===== src/rtl/lc3_pkg.sv =====
`default_nettype none
// +--------------------------------------------------------------------------+
// | Module      : lc3_pkg                                                    |
// | Description : Shared register-file geometry and types for the LC-3 core. |
// | Revision    : 1.0  initial release                                       |
// +--------------------------------------------------------------------------+
package lc3_pkg;

    localparam int REG_W      = 16;
    localparam int REG_ADDR_W = 3;
    localparam int NUM_REGS   = 8;

    typedef logic [REG_W-1:0]      reg_data_t;
    typedef logic [REG_ADDR_W-1:0] reg_addr_t;

endpackage
`default_nettype wire


===== src/rtl/rr_arbiter.sv =====
`default_nettype none
// +--------------------------------------------------------------------------+
// | Module      : rr_arbiter                                                 |
// | Description : Combinational round-robin arbiter with a rotating pointer. |
// | Revision    : 1.0  initial release                                       |
// +--------------------------------------------------------------------------+
module rr_arbiter #(
    parameter int N = 3
) (
    input  logic         clk,
    input  logic         rst,
    input  logic [N-1:0] req,
    output logic [N-1:0] grant
);

    localparam int PTR_W = (N > 1) ? $clog2(N) : 1;

    logic [PTR_W-1:0] r_ptr_q;
    logic [PTR_W-1:0] w_ptr_d;
    logic [N-1:0]     w_grant;
    logic             w_found;

    // Search starts at the pointer and wraps; the sum of pointer and offset
    // stays below 2*N, so one conditional subtraction is enough for the wrap.
    always_comb begin
        w_grant = '0;
        w_ptr_d = r_ptr_q;
        w_found = 1'b0;
        for (int k = 0; k < N; k++) begin
            logic [PTR_W:0] idx;
            idx = {1'b0, r_ptr_q} + (PTR_W+1)'(k);
            if (idx >= (PTR_W+1)'(N)) begin
                idx = idx - (PTR_W+1)'(N);
            end
            if (!w_found && req[idx[PTR_W-1:0]]) begin
                w_found                   = 1'b1;
                w_grant[idx[PTR_W-1:0]]   = 1'b1;
                if (idx == (PTR_W+1)'(N-1)) begin
                    w_ptr_d = '0;
                end else begin
                    w_ptr_d = idx[PTR_W-1:0] + 1'b1;
                end
            end
        end
        if (rst) begin
            w_grant = '0;
        end
    end

    always_ff @(posedge clk) begin
        if (rst) begin
            r_ptr_q <= '0;
        end else begin
            r_ptr_q <= w_ptr_d;
        end
    end

    assign grant = w_grant;

endmodule
`default_nettype wire


===== src/rtl/reg_wb_scheduler.sv =====
`default_nettype none
// +--------------------------------------------------------------------------+
// | Module      : reg_wb_scheduler                                           |
// | Description : Round-robin writeback port sharing with a pending-write    |
// |               scoreboard for RAW hazard stalls. Optional macro           |
// |               WB_BYPASS_EN adds commit-cycle bypass outputs.             |
// | Revision    : 1.0  initial release                                       |
// +--------------------------------------------------------------------------+
module reg_wb_scheduler
    import lc3_pkg::*;
#(
    parameter int NREQ  = 3,
    parameter int CNT_W = 2
) (
    input  logic                    clk,
    input  logic                    rst,
    input  logic [NREQ-1:0]         req_valid,
    input  logic [3*NREQ-1:0]       req_dr,
    input  logic [16*NREQ-1:0]      req_data,
    output logic [NREQ-1:0]         req_ready,
    input  logic                    alloc_valid,
    input  logic [2:0]              alloc_dr,
    output logic                    alloc_ready,
    input  logic [2:0]              sr1,
    input  logic [2:0]              sr2,
    output logic                    sr1_busy,
    output logic                    sr2_busy,
    output logic                    wb_en,
    output logic [2:0]              wb_dr,
    output logic [15:0]             wb_data,
    output logic                    err_underflow
`ifdef WB_BYPASS_EN
    ,
    output logic                    byp1_hit,
    output logic                    byp2_hit,
    output logic [15:0]             byp1_data,
    output logic [15:0]             byp2_data
`endif
);

    localparam logic [CNT_W-1:0] C_CNT_MAX = '1;

    logic [NREQ-1:0]   w_grant;
    logic              w_accept;
    reg_addr_t         w_sel_dr;
    reg_data_t         w_sel_data;

    logic              r_wb_en_q,   w_wb_en_d;
    reg_addr_t         r_wb_dr_q,   w_wb_dr_d;
    reg_data_t         r_wb_data_q, w_wb_data_d;
    logic              r_err_q,     w_err_d;
    logic [CNT_W-1:0]  r_cnt_q [NUM_REGS];
    logic [CNT_W-1:0]  w_cnt_d [NUM_REGS];
    logic              w_alloc_ready;
    logic              w_alloc_fire;

    rr_arbiter #(
        .N (NREQ)
    ) u_arb (
        .clk   (clk),
        .rst   (rst),
        .req   (req_valid),
        .grant (w_grant)
    );

    assign w_accept = |w_grant;

    // Grant is one-hot, so an OR-reduction over gated lanes acts as the mux.
    always_comb begin
        w_sel_dr   = '0;
        w_sel_data = '0;
        for (int i = 0; i < NREQ; i++) begin
            if (w_grant[i]) begin
                w_sel_dr   = w_sel_dr   | req_dr[REG_ADDR_W*i +: REG_ADDR_W];
                w_sel_data = w_sel_data | req_data[REG_W*i +: REG_W];
            end
        end
    end

    always_comb begin
        w_wb_en_d   = w_accept;
        w_wb_dr_d   = w_accept ? w_sel_dr   : r_wb_dr_q;
        w_wb_data_d = w_accept ? w_sel_data : r_wb_data_q;
    end

    assign w_alloc_ready = !rst && (r_cnt_q[alloc_dr] != C_CNT_MAX);
    assign w_alloc_fire  = alloc_valid && w_alloc_ready;

    // The registered write port is the commit: it retires at the same edge
    // the register file captures the data.
    always_comb begin
        w_err_d = r_err_q | (r_wb_en_q && (r_cnt_q[r_wb_dr_q] == '0));
        for (int r = 0; r < NUM_REGS; r++) begin
            logic inc;
            logic dec;
            inc        = w_alloc_fire && (alloc_dr == REG_ADDR_W'(r));
            dec        = r_wb_en_q    && (r_wb_dr_q == REG_ADDR_W'(r));
            w_cnt_d[r] = r_cnt_q[r];
            if (inc && !dec) begin
                w_cnt_d[r] = r_cnt_q[r] + 1'b1;
            end else if (dec && !inc && (r_cnt_q[r] != '0)) begin
                w_cnt_d[r] = r_cnt_q[r] - 1'b1;
            end
        end
    end

    always_ff @(posedge clk) begin
        if (rst) begin
            r_wb_en_q   <= 1'b0;
            r_wb_dr_q   <= '0;
            r_wb_data_q <= '0;
            r_err_q     <= 1'b0;
            for (int r = 0; r < NUM_REGS; r++) begin
                r_cnt_q[r] <= '0;
            end
        end else begin
            r_wb_en_q   <= w_wb_en_d;
            r_wb_dr_q   <= w_wb_dr_d;
            r_wb_data_q <= w_wb_data_d;
            r_err_q     <= w_err_d;
            for (int r = 0; r < NUM_REGS; r++) begin
                r_cnt_q[r] <= w_cnt_d[r];
            end
        end
    end

    assign req_ready     = w_grant;
    assign alloc_ready   = w_alloc_ready;
    assign sr1_busy      = (r_cnt_q[sr1] != '0);
    assign sr2_busy      = (r_cnt_q[sr2] != '0);
    assign wb_en         = r_wb_en_q;
    assign wb_dr         = r_wb_dr_q;
    assign wb_data       = r_wb_data_q;
    assign err_underflow = r_err_q;

`ifdef WB_BYPASS_EN
    assign byp1_hit  = r_wb_en_q && (r_wb_dr_q == sr1);
    assign byp2_hit  = r_wb_en_q && (r_wb_dr_q == sr2);
    assign byp1_data = r_wb_data_q;
    assign byp2_data = r_wb_data_q;
`endif

endmodule
`default_nettype wire


===== config.mk =====
export PLATFORM = sky130hd
export DESIGN_NAME = reg_wb_scheduler
export DESIGN_NICKNAME = d
export VERILOG_FILES = /design/src/rtl/lc3_pkg.sv /design/src/rtl/rr_arbiter.sv /design/src/rtl/reg_wb_scheduler.sv
export SDC_FILE = /design/constraint.sdc
export NUM_CORES = 1
export LEC_CHECK = 0
export CORE_MARGIN = 1
export CORE_UTILIZATION = 48
export CTS_BUF_LIST = sky130_fd_sc_hd__clkbuf_16
export CTS_CLUSTER_DIAMETER = 40
export DETAILED_ROUTE_END_ITERATION = 10
export PLACE_DENSITY = 0.86
export SETUP_SLACK_MARGIN = 0.15
export SLEW_MARGIN = 20
export SYNTH_ARGS = -nofsm -noshare
export SYNTH_HDL_FRONTEND = slang
export SYNTH_HIERARCHICAL = 1
export SYNTH_SLANG_ARGS = --single-unit

===== constraint.sdc =====
create_clock -name clk -period 4.7 [get_ports clk]
set_input_delay 0.94 -clock clk [delete_from_list [all_inputs] [get_ports clk]]
set_output_delay 0.94 -clock clk [all_outputs]
set_load 0.02 [all_outputs]

# Yosys cells after proc, flatten, opt, wreduce, memory -nomap -nowiden
# Memory sizes are Yosys's and may differ from the RTL's. A register that Yosys moved wholly into a read port is not among the register bits.
# Index checks and enable logic that the tools add are counted.
dict set report totals {
  regBits 23
  ram_bits 16
  output_inout_bits 27
  word_cells 216
  mem_count 1
}
dict set report classes {
  add_sub_neg 24
  order_cmp 9
  n_eq_ne 18
  n_mux 62
  bitwise_logic 15
  n_reduce_logical 82
}
# name depth width read_ports rd_clocked_by_memory_dff wr line
set memory_table {}
lappend memory_table {r_cnt_q 8 2 12 1 8 reg_wb_scheduler.sv:52} ;# logic [CNT_W-1:0] r_cnt_q [NUM_REGS];
# cell count
set ops {}
lappend ops {{$mux 2} 30}
lappend ops {{$logic_and 1x1->1} 48}
lappend ops {{$mux 16} 3}
lappend ops {{$mux 3} 12}
lappend ops {{$or 16x16->16} 2}
lappend ops {{$eq 3x3->1 const B} 8}
lappend ops {{$add 2x1->2 const B} 11}
lappend ops {{$eq 3x2->1 const B} 7}
lappend ops {{$reduce_bool 2->1} 10}
lappend ops {{$logic_not 1->1} 19}
lappend ops {{$sub 2x1->2 const B} 8}
lappend ops {{$or 3x3->3} 4}
lappend ops {{$mux 1} 11}
lappend ops {{$lt 2x3->1 const B} 3}
lappend ops {{$or 1x1->1} 9}
lappend ops {{$bmux 1 s2} 3}
lappend ops {{$demux 1 s2} 3}
lappend ops {{$eq 3x1->1 const B} 2}
lappend ops {{$ge 2x1->1 const B} 3}
lappend ops {{$ge 3x2->1 const B} 2}
lappend ops {{$logic_not 3->1} 2}
lappend ops {{$sub 3x2->3 const B} 2}
lappend ops {{$add 2x1->3 const B} 1}
lappend ops {{$add 2x2->3 const B} 1}
lappend ops {{other kinds (6)} 6}

# Depth between registers and ports, before layout
# Gate-level depths: netlist (run 1).
dict set report logic_depth {
  word_depth 19
  mapped_depth 11
  ltp_nobuf 9
}

# Hierarchy
# The synthesis (run 1) kept the hierarchy.
# mod instances cells_per_inst area_per_inst_um2 seq_area_each_um2
set by_module_without_submodules {}
lappend by_module_without_submodules {reg_wb_scheduler 1 240 2180.8 800.8}
lappend by_module_without_submodules {rr_arbiter 1 65 489.2 40.0}

# Worst setup path after synthesis (run 1)
# Ideal clock, no wire load.
dict set report synth_timing {
  kind {input port to flip-flop}
  startpoint {input port req_valid[2]}
  endpoint {register with a tool-made name}
  setup_ns 0.078
  arrival_ns 3.153
  required_time_ns 4.622
  path_slack_ns 1.469
  cell_stages 9
  n_path_buf 3
  path_cell_list {buf_2 a21oi_4 nand4_1 or2_0 a311oi_1 clkbuf_1 clkbuf_1 a222oi_1 a21oi_1}
}
# item line
set synth_rtl {}
lappend synth_rtl {{from (decl)} reg_wb_scheduler.sv:17} ;# input logic [NREQ-1:0] req_valid,

# Final worst setup path (run 1)
dict set report layout_timing {
  startpoint {input port req_valid[0]}
  endpoint {output port req_ready[0]}
}
dict set report layout_between {
  elab_chain_cells 10
  elab_cells_between_ends 18
  classes_between {12 x mux; 2 x bitwise; 4 x reduce/logical}
}
# item line
set layout_rtl {}
lappend layout_rtl {{$bmux 1 s2} rr_arbiter.sv:35} ;# if (!w_found && req[idx[PTR_W-1:0]]) begin
lappend layout_rtl {{$mux 1 (implied by the code)} rr_arbiter.sv:35}
lappend layout_rtl {{$mux 1} rr_arbiter.sv:35}
lappend layout_rtl {{$logic_not 1->1} rr_arbiter.sv:35}
lappend layout_rtl {{$logic_and 1x1->1} rr_arbiter.sv:35}
lappend layout_rtl {{$mux 1} rr_arbiter.sv:35}
lappend layout_rtl {{$logic_not 1->1} rr_arbiter.sv:35}
lappend layout_rtl {{$logic_and 1x1->1} rr_arbiter.sv:35}
lappend layout_rtl {{$mux 3 *} rr_arbiter.sv:35}
lappend layout_rtl {{$mux 3 *} rr_arbiter.sv:45} ;# if (rst) begin
lappend layout_rtl {{to (decl)} reg_wb_scheduler.sv:20} ;# output logic [NREQ-1:0] req_ready,
# Mark *: on every way between the ends. The rest lies on a longest branch, timed or not. The select of a mux whose other input is x is not followed.

==> results of run 1 <==
[metal layers]
layer	part of all wire	track usage	routed length (µm)	up-vias
met5	0	0	0	-
met4	0.018	0.0923	140	0
met3	0.075	0.0886	586	18
met2	0.52	0.509	4080	120
met1	0.39	0.287	3060	1359
li1	-	-	-	1386
[metrics by stage]
stage / cells / hold slack, ns / setup WS (ns) / util / cell area, µm²
after floorplan: 305 / 0.464 / 1.47 / - / 2670
after global placement: 460 / 0.442 / 0.648 / 0.706 / 3700
after detailed placement: 460 / 0.449 / 0.628 / 0.706 / 3700
after CTS: 468 / 0.456 / 0.616 / 0.739 / 3870
after global routing: 468 / 0.477 / 0.492 / 0.740 / 3870
final: 468 / 0.455 / 0.589 / 0.740 / 3870
[worst register-to-register path: cells and delay by family (launching register included)]
| kind | cells | cell delay [ns] |
|---|---|---|
| simple gates | 2 | 0.76 |
| compound gates | 4 | 0.72 |
| fa+ha+maj | 1 | 0.47 |
| flops | 1 | 0.40 |
| mux | 1 | 0.37 |
| buf+inv | 1 | 0.23 |
[kinds of logic (layout without fill, tap and decap cells)]
| kind of cell | after synthesis | in the layout | share of synthesized area |
|---|---|---|---|
| compound gates | 117 | 117 | 0.333 |
| simple gates | 104 | 104 | 0.216 |
| flops | 42 | 42 | 0.315 |
| buf+inv | 26 | 119 | 0.0441 |
| mux | 10 | 10 | 0.0661 |
| fa+ha+maj | 4 | 4 | 0.0187 |
| xor+xnor | 2 | 2 | 0.00656 |
[how the worst max path moves through the flow]
stage                       startpoint           end  slack (ns)  cells past startpoint
after detailed placement   alloc_dr[1]   alloc_ready        0.63                      5
after global placement     alloc_dr[1]   alloc_ready        0.65                      5
after floorplan           req_valid[2]          flop        1.47                      9
final                     req_valid[0]  req_ready[0]        0.59                      6
after CTS                 req_valid[0]  req_ready[0]        0.62                      6
after global routing       alloc_dr[1]   alloc_ready        0.49                      5
[synth_stat cells, types with 2 or more instances]
cell	number	area, µm²
clkbuf_1	10	37.5
a211o_1	4	35.0
o21ai_0	17	85.1
o2111ai_1	2	17.5
nand3b_1	2	15.0
o31ai_4	2	42.5
nand2_1	33	124
dfxtp_1	42	841
nor4_1	3	18.8
o21a_1	2	15.0
nor2_1	18	67.6
a21bo_2	4	40.0
nand3_1	10	50.1
nand2b_1	12	75.1
a21oi_1	34	170
o21ai_1	2	10.0
buf_2	4	20.0
and2_1	5	31.3
mux4_2	6	135
and4b_1	3	30.0
ha_1	4	50.1
xnor2_1	2	17.5
a221oi_1	7	61.3
a2111oi_1	2	20.0
o211ai_1	3	22.5
buf_1	2	7.51
a222oi_1	19	190
buf_6	2	22.5
inv_1	8	30.0
o311ai_0	3	26.3
and4bb_2	3	37.5
nor3b_2	2	25.0
mux2i_1	3	30.0
nor3_1	4	20.0
a21o_1	2	15.0
[registers in the layout (all words and copies together), names as in the netlist, named ones only]
| signal | count |
|---|---|
| wb_en | 1 |
| err_underflow | 1 |
| wb_dr | 3 |
| r_cnt_q | 16 |
| wb_data | 16 |
| u_arb/r_ptr_q | 2 |
[power groups by stage]
stage          Combinational [W]  Sequential, W  Clock (W)
6_report                0.000829       0.000535   0.000392
5_1_grt                 0.000900       0.000547   0.000413
4_1_cts                 0.000820       0.000533   0.000395
3_5_place_dp            0.000812       0.000539          0
3_3_place_gp            0.000798       0.000529          0
2_1_floorplan           0.000410       0.000603          0
[layout make-up]
type,instances,area share
Timing Repair Buffer,103,0.263
Inverter,8,0.00775
Multi-Input combinational cell,237,0.446
Sequential cell,42,0.217
Tap cell,70,0.0226
Clock buffer,5,0.0323
Clock inverter,3,0.0113
[cell usage in the layout (no fill, tap or decap), types with 2 or more instances in the layout]
cell,n
a2111oi_1,2
a211o_1,4
a21bo_2,4
a21o_1,2
a21oi_1,34
a221oi_1,7
a222oi_1,19
and2_1,5
and4b_1,3
and4bb_2,3
buf_4,5
clkbuf_16,5
clkdlybuf4s50_1,98
dfxtp_1,42
ha_1,4
inv_1,8
mux2i_1,3
mux4_2,6
nand2_1,33
nand2b_1,12
nand3_1,10
nand3b_1,2
nor2_1,18
nor3_1,3
nor3b_2,2
nor4_1,3
o2111ai_1,2
o211ai_1,3
o21a_1,2
o21ai_0,17
o21ai_1,2
o311ai_0,3
o31ai_4,2
xnor2_1,2
==> reports/qor.yml, run 1 <==
sta:
  slew_headroom: 0.502
  tns_ns: 0
  worst_slew_pin_slew_ns: 0.744
  fmax_ghz: 0.243
  rsz0062_at_grt: "false"
  post-route-period-util: 0.875
  hold_viol: 0
  skew_ns: 0.00685
  period_needed_ns: 4.11
  setup_viol: 0
  maxSlewViolCount: 0
routing:
  drc: 0
  totalWireLength_um: 7860
  wire_per_inst_um: 16.8
  final_antenna_net_count: 0
  vias: 2883
  drtPass1Iterations: 5
  via_per_inst: 6.16
  drtIter0Drc: 175
yosys:
  ys_ff_latch: 42
  synth_ff_type: "dfxtp_1"
  syn_area_per_cell_um2: 8.75
  synth-edff-count: 0
  synth_area_mm2: 0.00267
  synth_nets: 381
  yosysUniqueCellTypes: 59
  yosysWarningCount: 6
  synth_cells: 305
  seq_area_frac_synth: 0.315
  synthArstFlopShare: 0
clock_network:
  post_cts_resized: 0
  cts_root_buffer: "clkbuf_16"
  cts_tree: "yes"
  cts.htree.levels: 2
  ctsHoldBuffers: 0
  clockBufferDepth: 2
  cts_setup_buffers: 0
  cts_buffers: 5
  clock_latency_ns: 0.29
  clk_pin_slew_worst_paths_ns: 0.06
  cts.sinks: 42
finish:
  n_antenna_cell: 0
  finalNetCount: 473
  multi_input_area_mm2: 0.00173
  seqCellArea_um2: 841
  n_fill_cell: 404
  area_growth_pct: 45.1
  drive_above_1_share: 0.101
power_and_ir_drop:
  finalPower_w: 0.00176
  swShare: 0.386
  comb_power_share: 0.472
  p_per_area_mw_per_mm2: 453
  leakagePower_nw: 1.30
  power_switching_w: 0.000677
  seqPwrFrac: 0.305
  ir_drop_mv: 0.271
  p_int_w: 0.00108
  pwr-share-clk: 0.223
worst_setup_path:
  path_class: "primary input to primary output"
  crit_arrival_ns: 3.17
  path_buf_inv: 2
  reg2regPathDepth: 9
  crit_family: "buffers and inverters"
  cp_slowest_cell: "clkdlybuf4s50_1"
  cp-start-kind: "primary input"
  slowest_delay_ns: 0.66
  end_kind: "primary output"
  r2r-start: "u_arb/r_ptr_q[0]$_SDFFE_PP0P_"
  rrSetupSlack_ns: 1.67
  crit_chain: "clkdlybuf4s50_1, mux2i_1, o21ai_1, a31oi_1, a311oi_2, clkdlybuf4s50_1"
  cp_max_fo: 7
  rr_endpoint: "wb_dr[2]$_SDFFE_PP0N_"
  worst_path_most_repeated_cell: "clkdlybuf4s50_1"
  cp.required_ns: 3.76
die:
  die-width_um: 76.6
  start_util: 0.510
  core_area_mm2: 0.00524
  rows: 26
  die_area_mm2: 0.00587
  die_h_um: 76.6
  ios: 99
placement:
  dp.final_hpwl_um: 5780
  globalplace.congestion: 0.854
  numPortBuffers: 98
grt:
  antenna_found_initial: 0
  grt_pass1_vias: 2882
  grt_pass1_wl_um: 12900
  grt_overflow_total: 0
  grt_usage: 0.274
  grt_max_degree: 30
worst_hold_path:
  hold_path_startpoint: "wb_data[9]$_SDFFE_PP0N_"
  hold_depth: 2
  whs_endpoint: "wb_data[9]$_SDFFE_PP0N_"
  hold_path_class: "flop to flop"
run:
  cap_violations: 0
run_status:
  status: "finished clean"
Power figures use the tool's default switching activity.
==> run 2, diff against run 1 <==
--- a/config.mk
+++ b/config.mk
@@ -9,8 +9,9 @@
 export CORE_UTILIZATION = 48
 export CTS_BUF_LIST = sky130_fd_sc_hd__clkbuf_16
 export CTS_CLUSTER_DIAMETER = 40
+export CTS_CLUSTER_SIZE = 24
 export DETAILED_ROUTE_END_ITERATION = 10
-export PLACE_DENSITY = 0.86
+export PLACE_DENSITY_LB_ADDON = 0.1
 export SETUP_SLACK_MARGIN = 0.15
 export SLEW_MARGIN = 20
 export SYNTH_ARGS = -nofsm -noshare
==> reports/qor.yml, run 2 (synthesis results as in run 1) <==
run_status:
  status: "finished clean"
worst_setup_path:
  cp_max_fo: 12  # +5
  crit_arrival_ns: 3.19  # +0.02 ns
  cp-start-kind: "primary input"
  end_kind: "primary output"
  path_class: "primary input to primary output"
  cp.required_ns: 3.76  # about the same
die:
  rows: 26  # unchanged
  die-width_um: 76.6  # unchanged
  ios: 99  # unchanged
  start_util: 0.510  # unchanged
  die_h_um: 76.6  # unchanged
  die_area_mm2: 0.00587  # unchanged
  core_area_mm2: 0.00524  # unchanged
routing:
  final_antenna_net_count: 0  # unchanged
  via_per_inst: 6.20  # +0.57%
  drtIter0Drc: 279  # +59%
  drtPass1Iterations: 6  # +1
  vias: 2887  # +0.14%
  drc: 0  # unchanged
  wire_per_inst_um: 16.0  # -5.0%
  totalWireLength_um: 7440  # -5.4%
grt:
  grt_overflow_total: 0  # unchanged
  grt_usage: 0.262  # -0.0122
  grt_pass1_vias: 2769  # -3.9%
  antenna_found_initial: 0  # unchanged
  grt_pass1_wl_um: 12500  # -3.0%
  grt_max_degree: 32  # +6.7%
placement:
  numPortBuffers: 98  # unchanged
  dp_cells: 459  # -0.22%
  dp.final_hpwl_um: 5400  # -6.5%
  globalplace.congestion: 0.878  # +2.9%
  post-place-ws_ns: 0.590  # -0.0376 ns
clock_network:
  ctsHoldBuffers: 0  # unchanged
  cts.htree.levels: 2  # unchanged
  post_cts_resized: 0  # unchanged
  clk_pin_slew_worst_paths_ns: 0.06  # about the same
  cts_tree: "yes"
  clock_latency_ns: 0.28  # about the same
  cts.sinks: 42  # unchanged
  clockBufferDepth: 2  # unchanged
  cts_setup_buffers: 0  # unchanged
  cts_buffers: 5  # unchanged
  cts_root_buffer: "clkbuf_16"
finish:
  layout_common_cells: "clkdlybuf4s50_1, dfxtp_1, a21oi_1, nand2_1, a222oi_1"
  n_antenna_cell: 0  # unchanged
  layout_commonest_cell: "clkdlybuf4s50_1"
  finalNetCount: 472  # -0.21%
  drive_above_1_share: 0.0960  # -0.00454
  area_growth_pct: 43.8
  final_util: 0.733  # -0.00693
  fin_cells: 466  # -0.43%
power_and_ir_drop:
  leakagePower_nw: 1.27  # -2.1%
  p_per_area_mw_per_mm2: 437  # -3.5%
  ir_drop_mv: 0.310  # +14%
sta:
  post-route-period-util: 0.878  # +0.00300
  hold_viol: 0  # unchanged
  maxSlewViolCount: 0  # unchanged
  slew_headroom: 0.518  # +0.0158
  setup_viol: 0  # unchanged
  worst_slew_pin_slew_ns: 0.720  # -0.0236 ns
  tns_ns: 0  # unchanged
  period_needed_ns: 4.13  # +0.0141 ns
  worst_slack_ns: 0.575  # -0.0141 ns
  skew_ns: 0.00566  # -0.00119 ns
  rsz0062_at_grt: "false"
  fmax_ghz: 0.242  # -0.34%
run:
  cap_violations: 0  # unchanged
worst_hold_path:
  hold_path_class: "flop to flop"
[run 2: cell types whose count changed in the layout (fill, tap and decap cells not counted), sizes merged]
cell	previous run	this run
buf	5	4
bufinv	1	0
clkinv	1	0
clkinvlp	0	2
inv	9	8
[run 2: final timing paths]
path                                 startpoint                      end  slack [ns]  cells past startpoint
setup reg to reg  u_arb/r_ptr_q[1]$_SDFFE_PP0P_                     flop        1.63                     10
hold / removal          wb_data[2]$_SDFFE_PP0N_  wb_data[2]$_SDFFE_PP0N_        0.45                      2
setup / recovery                    alloc_dr[1]              alloc_ready        0.57                      5
hold reg to reg         wb_data[2]$_SDFFE_PP0N_  wb_data[2]$_SDFFE_PP0N_        0.45                      2
[run 2: metal layers]
metal	global-route usage	up-vias	routed length, µm
met5	0	-	0
met4	0.0962	0	144
met3	0.0527	14	491
met2	0.452	111	3710
met1	0.319	1379	3090
li1	-	1383	-
[run 2: cell type report]
cell class	instances	area, µm²
well taps	70	87.6
inverters	8	30.0
repair buffers	102	1010
clock inverters	2	15.0
clock buffers	5	125
flip-flops and latches	42	841
fillers	420	1400
multi-input cells	237	1730
[run 2: where the power goes]
group / switching [W] / leakage, nW / total, W / internal, W
combinational: 0.000438 / 0.864 / 0.000818 / 0.000380
sequential: 0.0000850 / 0.343 / 0.000531 / 0.000446
clock: 0.000136 / 0.0619 / 0.000330 / 0.000193
total: 0.000659 / 1.27 / 0.00168 / 0.00102
[run 2: critical path, cell delays in order]
cell and delay (ns):
clkdlybuf4s50_1 0.70, mux2_2 0.38, mux4_2 0.46, nor2_1 0.09
clkdlybuf4s50_1 0.61
[run 2: per-stage QoR]
| step | power (W) | cell area (µm²) | hold slack (ns) |
|---|---|---|---|
| 2_1_floorplan | 0.00101 | 2670 | 0.464 |
| 3_5_place_dp | 0.00134 | 3690 | 0.446 |
| 4_1_cts | 0.00167 | 3830 | 0.454 |
| 3_3_place_gp | 0.00133 | 3690 | 0.442 |
| 5_1_grt | 0.00178 | 3840 | 0.474 |
| 6_report | 0.00168 | 3840 | 0.452 |
